**config.mk**
```make
export PLATFORM = sky130hd
export DESIGN_NAME = enc_quad_ctrl_multi_flat
export DESIGN_NICKNAME = d
export VERILOG_FILES = /design/src/rtl/enc_quad_ctrl_multi_pkg.sv /design/src/rtl/enc_quad_ctrl_multi_if.sv /design/src/rtl/enc_quad_ctrl_multi_line_filter.sv /design/src/rtl/enc_quad_ctrl_multi.sv /design/src/flat_wrapper.sv
export SDC_FILE = /design/constraint.sdc
export NUM_CORES = 1
export LEC_CHECK = 0
export ABC_AREA = 1
export CAP_MARGIN = 25
export CORE_ASPECT_RATIO = 1.75
export CORE_UTILIZATION = 35
export CTS_BUF_LIST = sky130_fd_sc_hd__clkbuf_8 sky130_fd_sc_hd__clkbuf_16
export CTS_CLUSTER_SIZE = 24
export DETAILED_ROUTE_END_ITERATION = 10
export GPL_ROUTABILITY_DRIVEN = 0
export GPL_TIMING_DRIVEN = 0
export PLACE_DENSITY = 0.58
export RECOVER_POWER = 100
export REMOVE_ABC_BUFFERS = 1
export SETUP_SLACK_MARGIN = 0.15
export SLEW_MARGIN = 20
export SYNTH_ARGS = -nofsm -noshare
export SYNTH_HDL_FRONTEND = slang
export SYNTH_SLANG_ARGS = --single-unit
```
**constraint.sdc**
```tcl
create_clock -name sysclk -period 8.58 [get_ports sysclk]
set_input_delay 1.716 -clock sysclk [delete_from_list [all_inputs] [get_ports sysclk]]
set_output_delay 1.716 -clock sysclk [all_outputs]
set_load 0.005 [all_outputs]
```
**src/rtl/enc_quad_ctrl_multi_pkg.sv**
```systemverilog
// Shared register map, status layout and step classification for enc_quad_ctrl_multi.
// Index capture logic is only built when ENC_INDEX_EN is defined.
package enc_quad_ctrl_multi_pkg;

  localparam logic [3:0] ADDR_MAIN     = 4'h0;
  localparam logic [3:0] ADDR_ENC_CTRL = 4'h2;
  localparam logic [3:0] OFF_ENC_LOAD  = 4'h4;
  localparam logic [3:0] OFF_ENC_STAT  = 4'h5;
  localparam logic [3:0] OFF_ENC_CHAN  = 4'h3;

  localparam int ST_OVF     = 0;
  localparam int ST_UDF     = 1;
  localparam int ST_ERR     = 2;
  localparam int ST_DIR     = 3;
  localparam int ST_IDX_LSB = 4;

  typedef enum logic [1:0] {
    STEP_NONE,
    STEP_UP,
    STEP_DOWN,
    STEP_ERR
  } step_e;

  function automatic logic [31:0] midrange(input int unsigned width);
    return 32'd1 << (width - 1);
  endfunction

endpackage

```
**src/rtl/enc_quad_ctrl_multi_if.sv**
```systemverilog
// Register-bus bundle between the register file and enc_quad_ctrl_multi.
// reg_index_data only exists when ENC_INDEX_EN is defined.
interface enc_quad_ctrl_multi_if;

  logic [3:0]  reg_raddr_chan;
  logic [15:0] reg_waddr;
  logic [31:0] reg_wdata;
  logic        reg_wen;
  logic [31:0] reg_preload;
  logic [31:0] reg_quad_data;
  logic [31:0] reg_status;
`ifdef ENC_INDEX_EN
  logic [31:0] reg_index_data;

  modport master (output reg_raddr_chan, reg_waddr, reg_wdata, reg_wen,
                  input  reg_preload, reg_quad_data, reg_status, reg_index_data);
  modport slave  (input  reg_raddr_chan, reg_waddr, reg_wdata, reg_wen,
                  output reg_preload, reg_quad_data, reg_status, reg_index_data);
`else
  modport master (output reg_raddr_chan, reg_waddr, reg_wdata, reg_wen,
                  input  reg_preload, reg_quad_data, reg_status);
  modport slave  (input  reg_raddr_chan, reg_waddr, reg_wdata, reg_wen,
                  output reg_preload, reg_quad_data, reg_status);
`endif

endinterface

```
**src/rtl/enc_quad_ctrl_multi_line_filter.sv**
```systemverilog
// Two-flop synchroniser followed by a DEPTH-sample debounce; the output only
// flips once every sample in the window agrees on the new level.
module enc_line_filter #(
  parameter int DEPTH = 2
) (
  input  logic sysclk,
  input  logic reset,
  input  logic i_raw,
  output logic o_filt
);

  logic             r_meta;
  logic [DEPTH-1:0] r_hist;
  logic             r_filt;

  // r_hist[0] is the second synchroniser stage and also the newest debounce sample.
  always_ff @(posedge sysclk or posedge reset) begin
    if (reset) begin
      r_meta <= 1'b0;
      r_hist <= '0;
      r_filt <= 1'b0;
    end else begin
      r_meta    <= i_raw;
      r_hist[0] <= r_meta;
      for (int i = 1; i < DEPTH; i++) begin
        r_hist[i] <= r_hist[i-1];
      end
      if (&r_hist) begin
        r_filt <= 1'b1;
      end else if (~|r_hist) begin
        r_filt <= 1'b0;
      end
    end
  end

  assign o_filt = r_filt;

endmodule

```
**src/rtl/enc_quad_ctrl_multi.sv**
```systemverilog
// N-channel quadrature decoder with preload, sticky flags, read mux and feedback count.
// Define ENC_INDEX_EN to add index-pulse position capture per channel.
module enc_quad_ctrl_multi
  import enc_quad_ctrl_multi_pkg::*;
#(
  parameter int NUM_CHANNELS  = 4,
  parameter int COUNT_WIDTH   = 24,
  parameter int FILT_BITS     = 2,
  parameter int IDX_FILT_BITS = 3
) (
  input  logic                    sysclk,
  input  logic                    reset,
  input  logic [NUM_CHANNELS-1:0] enc_a,
  input  logic [NUM_CHANNELS-1:0] enc_b,
`ifdef ENC_INDEX_EN
  input  logic [NUM_CHANNELS-1:0] enc_i,
`endif
  enc_quad_ctrl_multi_if.slave    bus,
  output logic [3:0]              fb_chan,
  output logic [COUNT_WIDTH-1:0]  fb_count,
  output logic [NUM_CHANNELS-1:0] enc_dir
);

  localparam logic [COUNT_WIDTH-1:0] MID = COUNT_WIDTH'(midrange(COUNT_WIDTH));
  localparam logic [4:0]             NCH = 5'(NUM_CHANNELS);

  logic                   w_load_hit;
  logic                   w_clr_hit;
  logic                   w_fb_hit;
  logic [3:0]             w_wchan;
  logic [COUNT_WIDTH-1:0] w_count   [NUM_CHANNELS];
  logic [COUNT_WIDTH-1:0] w_preload [NUM_CHANNELS];
  logic [31:0]            w_status  [NUM_CHANNELS];
`ifdef ENC_INDEX_EN
  logic [31:0]            w_idx_word [NUM_CHANNELS];
`endif
  logic [COUNT_WIDTH-1:0] w_fb_sel;
  logic [3:0]             r_fb_chan;
  logic [COUNT_WIDTH-1:0] r_fb_count;
  logic                   w_unused_bits;

  assign w_wchan    = bus.reg_waddr[7:4];
  assign w_load_hit = bus.reg_wen && (bus.reg_waddr[15:12] == ADDR_MAIN)
                      && (bus.reg_waddr[3:0] == OFF_ENC_LOAD);
  assign w_clr_hit  = bus.reg_wen && (bus.reg_waddr[15:12] == ADDR_MAIN)
                      && (bus.reg_waddr[3:0] == OFF_ENC_STAT);
  assign w_fb_hit   = bus.reg_wen && (bus.reg_waddr[15:12] == ADDR_ENC_CTRL)
                      && (bus.reg_waddr[7:4] == OFF_ENC_CHAN);
  assign w_unused_bits = ^{bus.reg_waddr[11:8], bus.reg_wdata[31:COUNT_WIDTH]};

  for (genvar k = 0; k < NUM_CHANNELS; k++) begin : g_chan
    logic                   w_a;
    logic                   w_b;
    logic                   w_load;
    logic [2:0]             w_clr;
    step_e                  w_step;
    logic [1:0]             r_ab_prev;
    logic [COUNT_WIDTH-1:0] r_count;
    logic [COUNT_WIDTH-1:0] r_preload;
    logic                   r_dir;
    logic                   r_ovf;
    logic                   r_udf;
    logic                   r_err;
    logic [31:0]            w_status_c;

    enc_line_filter #(.DEPTH(FILT_BITS)) u_filt_a (
      .sysclk(sysclk), .reset(reset), .i_raw(enc_a[k]), .o_filt(w_a));
    enc_line_filter #(.DEPTH(FILT_BITS)) u_filt_b (
      .sysclk(sysclk), .reset(reset), .i_raw(enc_b[k]), .o_filt(w_b));

    assign w_load = w_load_hit && (w_wchan == 4'(k));
    assign w_clr  = (w_clr_hit && (w_wchan == 4'(k))) ? bus.reg_wdata[2:0] : 3'b000;

    always_comb begin
      w_step = STEP_NONE;
      if ((w_a != r_ab_prev[1]) && (w_b != r_ab_prev[0])) begin
        w_step = STEP_ERR;
      end else if ((w_a != r_ab_prev[1]) || (w_b != r_ab_prev[0])) begin
        w_step = (w_a ^ r_ab_prev[0]) ? STEP_UP : STEP_DOWN;
      end
    end

    // A preload swallows a coinciding step entirely; flag set beats clear.
    always_ff @(posedge sysclk or posedge reset) begin
      if (reset) begin
        r_ab_prev <= 2'b00;
        r_count   <= MID;
        r_preload <= MID;
        r_dir     <= 1'b0;
        r_ovf     <= 1'b0;
        r_udf     <= 1'b0;
        r_err     <= 1'b0;
      end else begin
        r_ab_prev <= {w_a, w_b};
        if (w_load) begin
          r_preload <= bus.reg_wdata[COUNT_WIDTH-1:0];
          r_count   <= bus.reg_wdata[COUNT_WIDTH-1:0];
        end else if (w_step == STEP_UP) begin
          r_count <= r_count + COUNT_WIDTH'(1);
          r_dir   <= 1'b1;
        end else if (w_step == STEP_DOWN) begin
          r_count <= r_count - COUNT_WIDTH'(1);
          r_dir   <= 1'b0;
        end
        r_ovf <= (r_ovf && !w_clr[ST_OVF]) || (!w_load && (w_step == STEP_UP) && (&r_count));
        r_udf <= (r_udf && !w_clr[ST_UDF]) || (!w_load && (w_step == STEP_DOWN) && (r_count == '0));
        r_err <= (r_err && !w_clr[ST_ERR]) || (w_step == STEP_ERR);
      end
    end

`ifdef ENC_INDEX_EN
    logic                 w_i;
    logic                 r_i_prev;
    logic [COUNT_WIDTH:0] r_idx_data;
    logic [3:0]           r_idx_cnt;
    logic [31:0]          w_idx_word_c;

    enc_line_filter #(.DEPTH(IDX_FILT_BITS)) u_filt_i (
      .sysclk(sysclk), .reset(reset), .i_raw(enc_i[k]), .o_filt(w_i));

    always_ff @(posedge sysclk or posedge reset) begin
      if (reset) begin
        r_i_prev   <= 1'b0;
        r_idx_data <= '0;
        r_idx_cnt  <= 4'd0;
      end else begin
        r_i_prev <= w_i;
        if (w_i && !r_i_prev) begin
          r_idx_data <= {r_dir, r_count};
          r_idx_cnt  <= r_idx_cnt + 4'd1;
        end
      end
    end

    always_comb begin
      w_idx_word_c                  = '0;
      w_idx_word_c[COUNT_WIDTH:0]   = r_idx_data;
      w_idx_word_c[31:28]           = r_idx_cnt;
    end
    assign w_idx_word[k] = w_idx_word_c;
`endif

    always_comb begin
      w_status_c         = '0;
      w_status_c[ST_OVF] = r_ovf;
      w_status_c[ST_UDF] = r_udf;
      w_status_c[ST_ERR] = r_err;
      w_status_c[ST_DIR] = r_dir;
`ifdef ENC_INDEX_EN
      w_status_c[ST_IDX_LSB +: 4] = r_idx_cnt;
`endif
    end

    assign w_count[k]   = r_count;
    assign w_preload[k] = r_preload;
    assign w_status[k]  = w_status_c;
    assign enc_dir[k]   = r_dir;
  end

  // Unmatched channel numbers fall through to the all-zero defaults.
  always_comb begin
    bus.reg_preload   = '0;
    bus.reg_quad_data = '0;
    bus.reg_status    = '0;
`ifdef ENC_INDEX_EN
    bus.reg_index_data = '0;
`endif
    w_fb_sel = MID;
    for (int k = 0; k < NUM_CHANNELS; k++) begin
      if (bus.reg_raddr_chan == 4'(k)) begin
        bus.reg_preload   = 32'(w_preload[k]);
        bus.reg_quad_data = 32'(w_count[k]);
        bus.reg_status    = w_status[k];
`ifdef ENC_INDEX_EN
        bus.reg_index_data = w_idx_word[k];
`endif
      end
      if (r_fb_chan == 4'(k)) begin
        w_fb_sel = w_count[k];
      end
    end
  end

  always_ff @(posedge sysclk or posedge reset) begin
    if (reset) begin
      r_fb_chan  <= 4'd0;
      r_fb_count <= MID;
    end else begin
      if (w_fb_hit && ({1'b0, bus.reg_wdata[3:0]} < NCH)) begin
        r_fb_chan <= bus.reg_wdata[3:0];
      end
      r_fb_count <= w_fb_sel;
    end
  end

  assign fb_chan  = r_fb_chan;
  assign fb_count = r_fb_count;

endmodule

```
**src/flat_wrapper.sv**
```systemverilog
// flat-port wrapper written by rule: the top's interface ports become plain ports
module enc_quad_ctrl_multi_flat import enc_quad_ctrl_multi_pkg::*;
#(
  parameter int NUM_CHANNELS  = 4,
  parameter int COUNT_WIDTH   = 24,
  parameter int FILT_BITS     = 2,
  parameter int IDX_FILT_BITS = 3
)
  (sysclk, reset, enc_a, enc_b, fb_chan, fb_count, enc_dir, bus_reg_raddr_chan, bus_reg_waddr, bus_reg_wdata, bus_reg_wen, bus_reg_preload, bus_reg_quad_data, bus_reg_status);
  enc_quad_ctrl_multi_if bus_i ();
  input  logic sysclk;
  input  logic reset;
  input  logic [NUM_CHANNELS-1:0] enc_a;
  input  logic [NUM_CHANNELS-1:0] enc_b;
  output logic [3:0] fb_chan;
  output logic [COUNT_WIDTH-1:0] fb_count;
  output logic [NUM_CHANNELS-1:0] enc_dir;
  input wire logic [$bits(bus_i.reg_raddr_chan)-1:0] bus_reg_raddr_chan;
  input wire logic [$bits(bus_i.reg_waddr)-1:0] bus_reg_waddr;
  input wire logic [$bits(bus_i.reg_wdata)-1:0] bus_reg_wdata;
  input wire logic [$bits(bus_i.reg_wen)-1:0] bus_reg_wen;
  output wire logic [$bits(bus_i.reg_preload)-1:0] bus_reg_preload;
  output wire logic [$bits(bus_i.reg_quad_data)-1:0] bus_reg_quad_data;
  output wire logic [$bits(bus_i.reg_status)-1:0] bus_reg_status;
  assign bus_i.reg_raddr_chan = bus_reg_raddr_chan;
  assign bus_i.reg_waddr = bus_reg_waddr;
  assign bus_i.reg_wdata = bus_reg_wdata;
  assign bus_i.reg_wen = bus_reg_wen;
  assign bus_reg_preload = bus_i.reg_preload;
  assign bus_reg_quad_data = bus_i.reg_quad_data;
  assign bus_reg_status = bus_i.reg_status;
  enc_quad_ctrl_multi #(.NUM_CHANNELS(NUM_CHANNELS), .COUNT_WIDTH(COUNT_WIDTH), .FILT_BITS(FILT_BITS), .IDX_FILT_BITS(IDX_FILT_BITS)) u_core (.sysclk(sysclk), .reset(reset), .enc_a(enc_a), .enc_b(enc_b), .bus(bus_i), .fb_chan(fb_chan), .fb_count(fb_count), .enc_dir(enc_dir));
endmodule
```
==> impl_metrics.toml, run 1 <==
[final_layout]
final_cell_mix = "nand2_1 (985), inv_1 (542), dfrtp_1 (267)"
drive_gt1_frac = 0.0360
fillCellCount = 6171
final_area_um2 = 23300
layout_commonest_cell = "nand2_1"
diodes = 0
fin_nets = 3318
syn_to_final_growth_pct = 14.8
multi_input_area_um2 = 10800
regArea_um2 = 6920

[worst_setup_path]
cp.depth = 10
end_kind = "flop"
startpoint_type = "input pin"
critical_path_class = "input pin to flop"
worstPathCellList = "dlygate4sd3_1, nor4_1, clkbuf_1, clkbuf_1, clkbuf_1, nand3_4, nand2_1, inv_1, nand3_1, nand3_1"
cp_data_arrival_time_ns = 7.62
worstPathMaxFanout = 54
cpMaxStageDelayCell = "nor4_1"
critPathTopFamily = "simple AND/OR/NAND/NOR gates"
reg2regPathDepth = 15
worstPathRequired_ns = 9.03
path_common_cell = "clkbuf_1"
path_buf_inv = 5
crit_path_max_incr_delay_ns = 1.53

[clocking]
cts_hold_buf = 0
cts_root_buf = "clkbuf_16"
clkLatencyLatePin_ns = 0.58
cts_max_level = 1
post_cts_buffers = 0
post_cts_resized = 0
numCtsBuffers = 29
cts_tree = "done"
clkSinkCount = 276
clkSlewWorstSetupHoldPaths_ns = 0.07
clockBufferDepth = 3

[die]
die_h_um = 321
ios = 191
core_area_um2 = 57300
dieArea_um2 = 59100
row_count = 116
initial_core_util = 0.355
chipWidth_um = 184

[detailed_routing]
wire_per_inst_um = 20.1
wl_met2_um = 40200
first_iter_violations = 1501
wl_um = 79100
routed_via_density = 5.22
ant_nets = 0
highest_layer = "met4"
wl_met3_um = 4070
vias = 20500
drc = 0
wl_met1_um = 28100
drtPass1Iterations = 6

[synthesis]
netlist_instances = 3040
synth-edff-count = 0
async_reset_ff_frac = 1.00
synth_area_um2 = 20300
yosysWarnings = 0
synth-seq-cells = 276
synthFlopType = "dfrtp_1"
ys_seq_area_frac = 0.340
synth_cell_types = 42
syn_area_per_cell_um2 = 6.69

[hold_path]
min_path_cells = 0
hold_path_class = "flop to flop"

[status]
failed_checks = "capacitance limit, slew limit"
status = "finished with violations"

[timing]
tightestPinTransition_ns = 3.06
fin_ws_ns = 1.41
period_share = 0.836
period_needed_ns = 7.17
rsz0062_at_grt = "no"
finalHoldViolCount = 0
finalSetupViolations = 0
relSlewSlack = -1.04
fin_skew_ns = 0.0159
report.final.slew_viol_count = 108
clock.fmax_mhz = 139

[global_route]
antenna_found_initial = 0
grt_overflow = 0
grt_usage = 0.268
grt_pass1_vias = 19800
grt_max_degree = 93
grt_pass1_wl_um = 118000

[placed_design]
preCtsSetupSlack_ns = 2.18
portBuffers = 134
place_area_um2 = 22500
dp_hpwl_um = 63000

[pwr]
switchingPower_mw = 4.90
power_frac_clock = 0.145
power_frac_comb = 0.633
internal_power_mw = 4.28
peakVddDrop_mv = 0.189
leakagePower_nw = 12.5
p_seq_frac = 0.222
power_density_nw_per_um2 = 393
p_sw_frac = 0.534

[run]
maxCapViolCount = 4
-- synth_stat cells (4+ instances only) --
cell | instances | area share
o21ai_0 | 125 | 0.031
xor2_1 | 34 | 0.015
mux2_2 | 8 | 0.0044
xnor2_1 | 8 | 0.0034
or2_2 | 18 | 0.0055
buf_4 | 48 | 0.018
o21ai_1 | 25 | 0.0061
fa_1 | 4 | 0.0039
dfrtp_1 | 267 | 0.33
buf_6 | 5 | 0.0028
nand3b_1 | 22 | 0.0081
a21oi_1 | 102 | 0.025
inv_2 | 6 | 0.0011
buf_1 | 4 | 0.00074
nand2_1 | 984 | 0.18
buf_2 | 24 | 0.0059
a31oi_1 | 16 | 0.0049
clkbuf_1 | 45 | 0.0083
nor3_1 | 18 | 0.0044
o211ai_1 | 26 | 0.0096
inv_1 | 538 | 0.099
nor4_1 | 15 | 0.0046
and2_1 | 6 | 0.0018
nor2_1 | 149 | 0.027
nand3_1 | 224 | 0.055
ha_1 | 108 | 0.066
nand4_1 | 109 | 0.034
dfstp_2 | 9 | 0.012
o22ai_1 | 74 | 0.023
-- per-stage QoR --
step	instances	setup TNS, ns	hold WS [ns]	utilization	total power [mW]
floorplan	2957	-194.88	0.331	-	6.08
global placement	3858	-1345.56	0.334	0.385	7.73
detailed placement	3877	0	0.337	0.393	7.81
CTS	3930	0	0.353	0.410	9.17
global route	3932	0	0.355	0.407	10.0
finish	3932	0	0.350	0.407	9.18
-- layout make-up --
class	instances	area share
clock buffers	31	0.0323
clock inverters	22	0.00986
flip-flops and latches	276	0.296
multi-input cells	2136	0.463
repair buffers	155	0.0694
well taps	767	0.0411
inverters	545	0.0877
-- power by group through the flow --
stage	clock network (mW)	logic [mW]	registers [mW]
finish	1.33	5.81	2.04
global route	1.40	6.55	2.06
CTS	1.36	5.79	2.02
detailed placement	0	5.77	2.04
global placement	0	5.69	2.04
floorplan	0	4.22	1.86
-- state kept, by name, indices dropped and copies added, names as in the netlist --
name                           cells
u_core.g_chan.u_filt_a.r_hist      8
u_core.g_chan.r_ovf                4
u_core.g_chan.r_count             96
u_core.g_chan.r_dir                4
u_core.fb_count                   24
u_core.g_chan.r_udf                4
u_core.g_chan.u_filt_b.o_filt      4
u_core.fb_chan                     4
u_core.g_chan.r_ab_prev            8
u_core.g_chan.u_filt_a.o_filt      4
u_core.g_chan.u_filt_a.r_meta      4
u_core.g_chan.r_preload           96
u_core.g_chan.r_err                4
u_core.g_chan.u_filt_b.r_hist      8
u_core.g_chan.u_filt_b.r_meta      4
-- worst reg2reg max path: stages (launching register included) --
cell,delay [ns]
dfrtp_1,0.42
xor2_1,0.21
nand2_1,0.12
a21oi_1,0.45
inv_1,0.10
ha_1,0.26
inv_1,0.71
ha_1,0.44
or2_2,0.34
nand3_1,0.09
nand2_1,0.17
nand2_1,0.10
nand2_1,0.06
or2_2,0.26
nand3_1,0.07
nand2_1,0.06
-- per-layer routing --
layer	track usage	vias up
met1	0.281	9665
li1	-	9850
met5	0	-
met3	0.0262	262
met4	0.199	0
met2	0.489	766
-- path summary, 6_finish.rpt --
check                                                  from                                  end  slack, ns
min reg2reg                u_core.g_chan[0].u_filt_b.r_meta  u_core.g_chan[0].u_filt_b.r_hist[0]       0.35
max in group asynchronous                             reset       u_core.g_chan[2].r_preload[19]       2.16
max                                        bus_reg_waddr[0]         u_core.g_chan[2].r_count[14]       1.41
min                        u_core.g_chan[0].u_filt_b.r_meta  u_core.g_chan[0].u_filt_b.r_hist[0]       0.35
min in group asynchronous                             reset        u_core.g_chan[3].r_preload[8]       2.24
max reg2reg                u_core.g_chan[0].u_filt_a.o_filt         u_core.g_chan[0].r_count[11]       4.62
-- logic make-up (layout without fill, tap and decap cells) --
group | Yosys count | in the layout | synth area share
simple gates | 1559 | 1559 | 0.330
buf+inv | 671 | 753 | 0.136
compound gates | 371 | 371 | 0.101
flops | 276 | 276 | 0.340
fa+ha+maj | 112 | 112 | 0.0703
xor+xnor | 42 | 42 | 0.0181
mux | 8 | 8 | 0.00443
other cells | 1 | 44 | 0.000184
Note: power is estimated with default switching activity, not from simulation.
==> run 2, diff against run 1 <==
clock period = 6.4 ns   (was 8.58 ns; I/O delays follow)
==> run 2 against run 1 <==
The flow still finishes with violations (capacitance limit, slew limit); clock-buffer cell count did not move; sequential power grew 34%; critical path depth down 2; first-iteration DRC count up 2.3%; utilization is essentially flat; flip-flop and latch count unchanged; final area barely moved.
==> impl_metrics.toml, run 2 (synthesis results as in run 1) <==
[status]
status = "finished with violations"
failed_checks = "capacitance limit, slew limit"

[die]
core_area_um2 = 57300
die_h_um = 321
dieArea_um2 = 59100
ios = 191
chipWidth_um = 184
row_count = 116
initial_core_util = 0.355

[pwr]
finalPower_mw = 12.3
leakagePower_nw = 12.5
power_density_nw_per_um2 = 527
switchingPower_mw = 6.57
peakVddDrop_mv = 0.253
p_sw_frac = 0.534
internal_power_mw = 5.73
p_seq_frac = 0.222
power_frac_clock = 0.146
power_frac_comb = 0.632

[global_route]
grt_pass1_vias = 19800
grt_usage = 0.268
grt_max_degree = 93
grt_overflow = 0
antenna_found_initial = 0
grt_pass1_wl_um = 118000

[worst_setup_path]
critical_path_class = "input pin to output pin"
path_buf_inv = 4
worstPathRequired_ns = 5.12
startpoint_type = "input pin"
crit_path_max_incr_delay_ns = 1.05
cpMaxStageDelayCell = "clkbuf_2"
worstPathCellList = "clkdlybuf4s50_1, inv_1, nand3_1, clkbuf_2, o22ai_1, a21oi_1, o21ai_0, dlygate4sd3_1"
cp_data_arrival_time_ns = 4.69
worstPathMaxFanout = 48
critPathTopFamily = "buffers and inverters"
end_kind = "output pin"

[timing]
tightestPinTransition_ns = 2.51
tns_ns = 0
rsz0062_at_grt = "no"
finalSetupViolations = 0
fin_skew_ns = 0.0186
period_share = 0.933
period_needed_ns = 5.97
relSlewSlack = -0.672
finalHoldViolCount = 0
report.final.slew_viol_count = 230
clock.fmax_mhz = 167

[detailed_routing]
wl_um = 79200
wire_per_inst_um = 20.1
vias = 20500
ant_nets = 0
drtPass1Iterations = 6
first_iter_violations = 1535
routed_via_density = 5.21
drc = 0

[placed_design]
portBuffers = 134
dp_hpwl_um = 63000

[final_layout]
final_cell_mix = "nand2_1 (985), inv_1 (541), dfrtp_1 (267)"
fin_nets = 3318
syn_to_final_growth_pct = 14.8
drive_gt1_frac = 0.0382
layout_commonest_cell = "nand2_1"

[hold_path]
hold_path_class = "flop to flop"

[clocking]
post_cts_resized = 0
cts_root_buf = "clkbuf_16"
clockBufferDepth = 3
cts_tree = "done"
post_cts_buffers = 0
clkLatencyLatePin_ns = 0.58
cts_hold_buf = 0
cts_max_level = 1
clkSinkCount = 276
clkSlewWorstSetupHoldPaths_ns = 0.06
numCtsBuffers = 29

[run]
maxCapViolCount = 4
-- run 2: cell types whose count changed in the layout (fill, tap and decap cells not counted) --
cell | before | now
clkbuf_1 | 10 | 4
inv_1 | 542 | 541
inv_2 | 4 | 5
buf_4 | 0 | 2
clkdlybuf4s50_1 | 45 | 43
buf_8 | 1 | 3
buf_16 | 6 | 4
dlygate4sd3_1 | 89 | 91
diode_2 | 0 | 1
buf_12 | 2 | 3
clkbuf_2 | 0 | 3
-- run 2: worst paths after layout --
kind                                                       start                                   to  slack, ns  cells after the start
worst min-delay path            u_core.g_chan[0].u_filt_b.r_meta  u_core.g_chan[0].u_filt_b.r_hist[0]       0.35                      0
worst max register to register  u_core.g_chan[0].u_filt_a.o_filt         u_core.g_chan[0].r_count[11]       2.43                     15
max in group asynchronous                                  reset       u_core.g_chan[3].r_preload[15]       1.41                      3
worst max-delay path                       bus_reg_raddr_chan[1]                 bus_reg_quad_data[2]       0.43                      8
worst min register to register  u_core.g_chan[0].u_filt_b.r_meta  u_core.g_chan[0].u_filt_b.r_hist[0]       0.35                      0
min in group asynchronous                                  reset        u_core.g_chan[3].r_preload[8]       1.72                      2
-- run 2: area by class of cell --
type,instances,area (um2)
Inverter,545,2050
Antenna cell,1,2.50
Tap cell,767,960
Sequential cell,276,6920
Fill cell,6166,34000
Clock buffer,31,753
Multi-Input combinational cell,2136,10800
Timing Repair Buffer,155,1620
Clock inverter,22,230
-- run 2: routing by layer --
metal	up-vias	GRT usage	share of wire	routed length [um]
met5	-	0	0	0
met4	0	0.199	0.085	6750
met3	257	0.0262	0.048	3810
met2	722	0.489	0.51	40300
met1	9670	0.281	0.36	28300
li1	9860	-	-	-
-- run 2: stage by stage --
step / utilization / setup WS [ns] / hold WS, ns / cells / instance area [um2]
after CTS: 0.410 / 0.881 / 0.353 / 3930 / 23500
after detailed placement: 0.393 / 0.868 / 0.337 / 3877 / 22500
after global routing: 0.407 / 0.397 / 0.355 / 3932 / 23400
after global placement: 0.385 / -6.54 / 0.334 / 3858 / 22100
final: 0.407 / 0.429 / 0.350 / 3933 / 23400
after floorplan: - / -2.47 / 0.331 / 2957 / 19800
-- run 2: power groups by stage --
stage                     Sequential (mW)  Combinational, mW  Clock (mW)
after floorplan                      2.49               5.66           0
after global placement               2.74               7.63           0
after detailed placement             2.74               7.73           0
after CTS                            2.71               7.76        1.82
after global routing                 2.76               8.78        1.88
final                                2.73               7.78        1.79
-- run 2: worst register-to-register path, delay by kind of cell, from the launching register on --
kind            cells  cell delay (ns)
fa+ha+maj           2             0.70
buf+inv             2             0.80
simple gates        9             1.28
flops               1             0.42
compound gates      1             0.45
xor+xnor            1             0.21
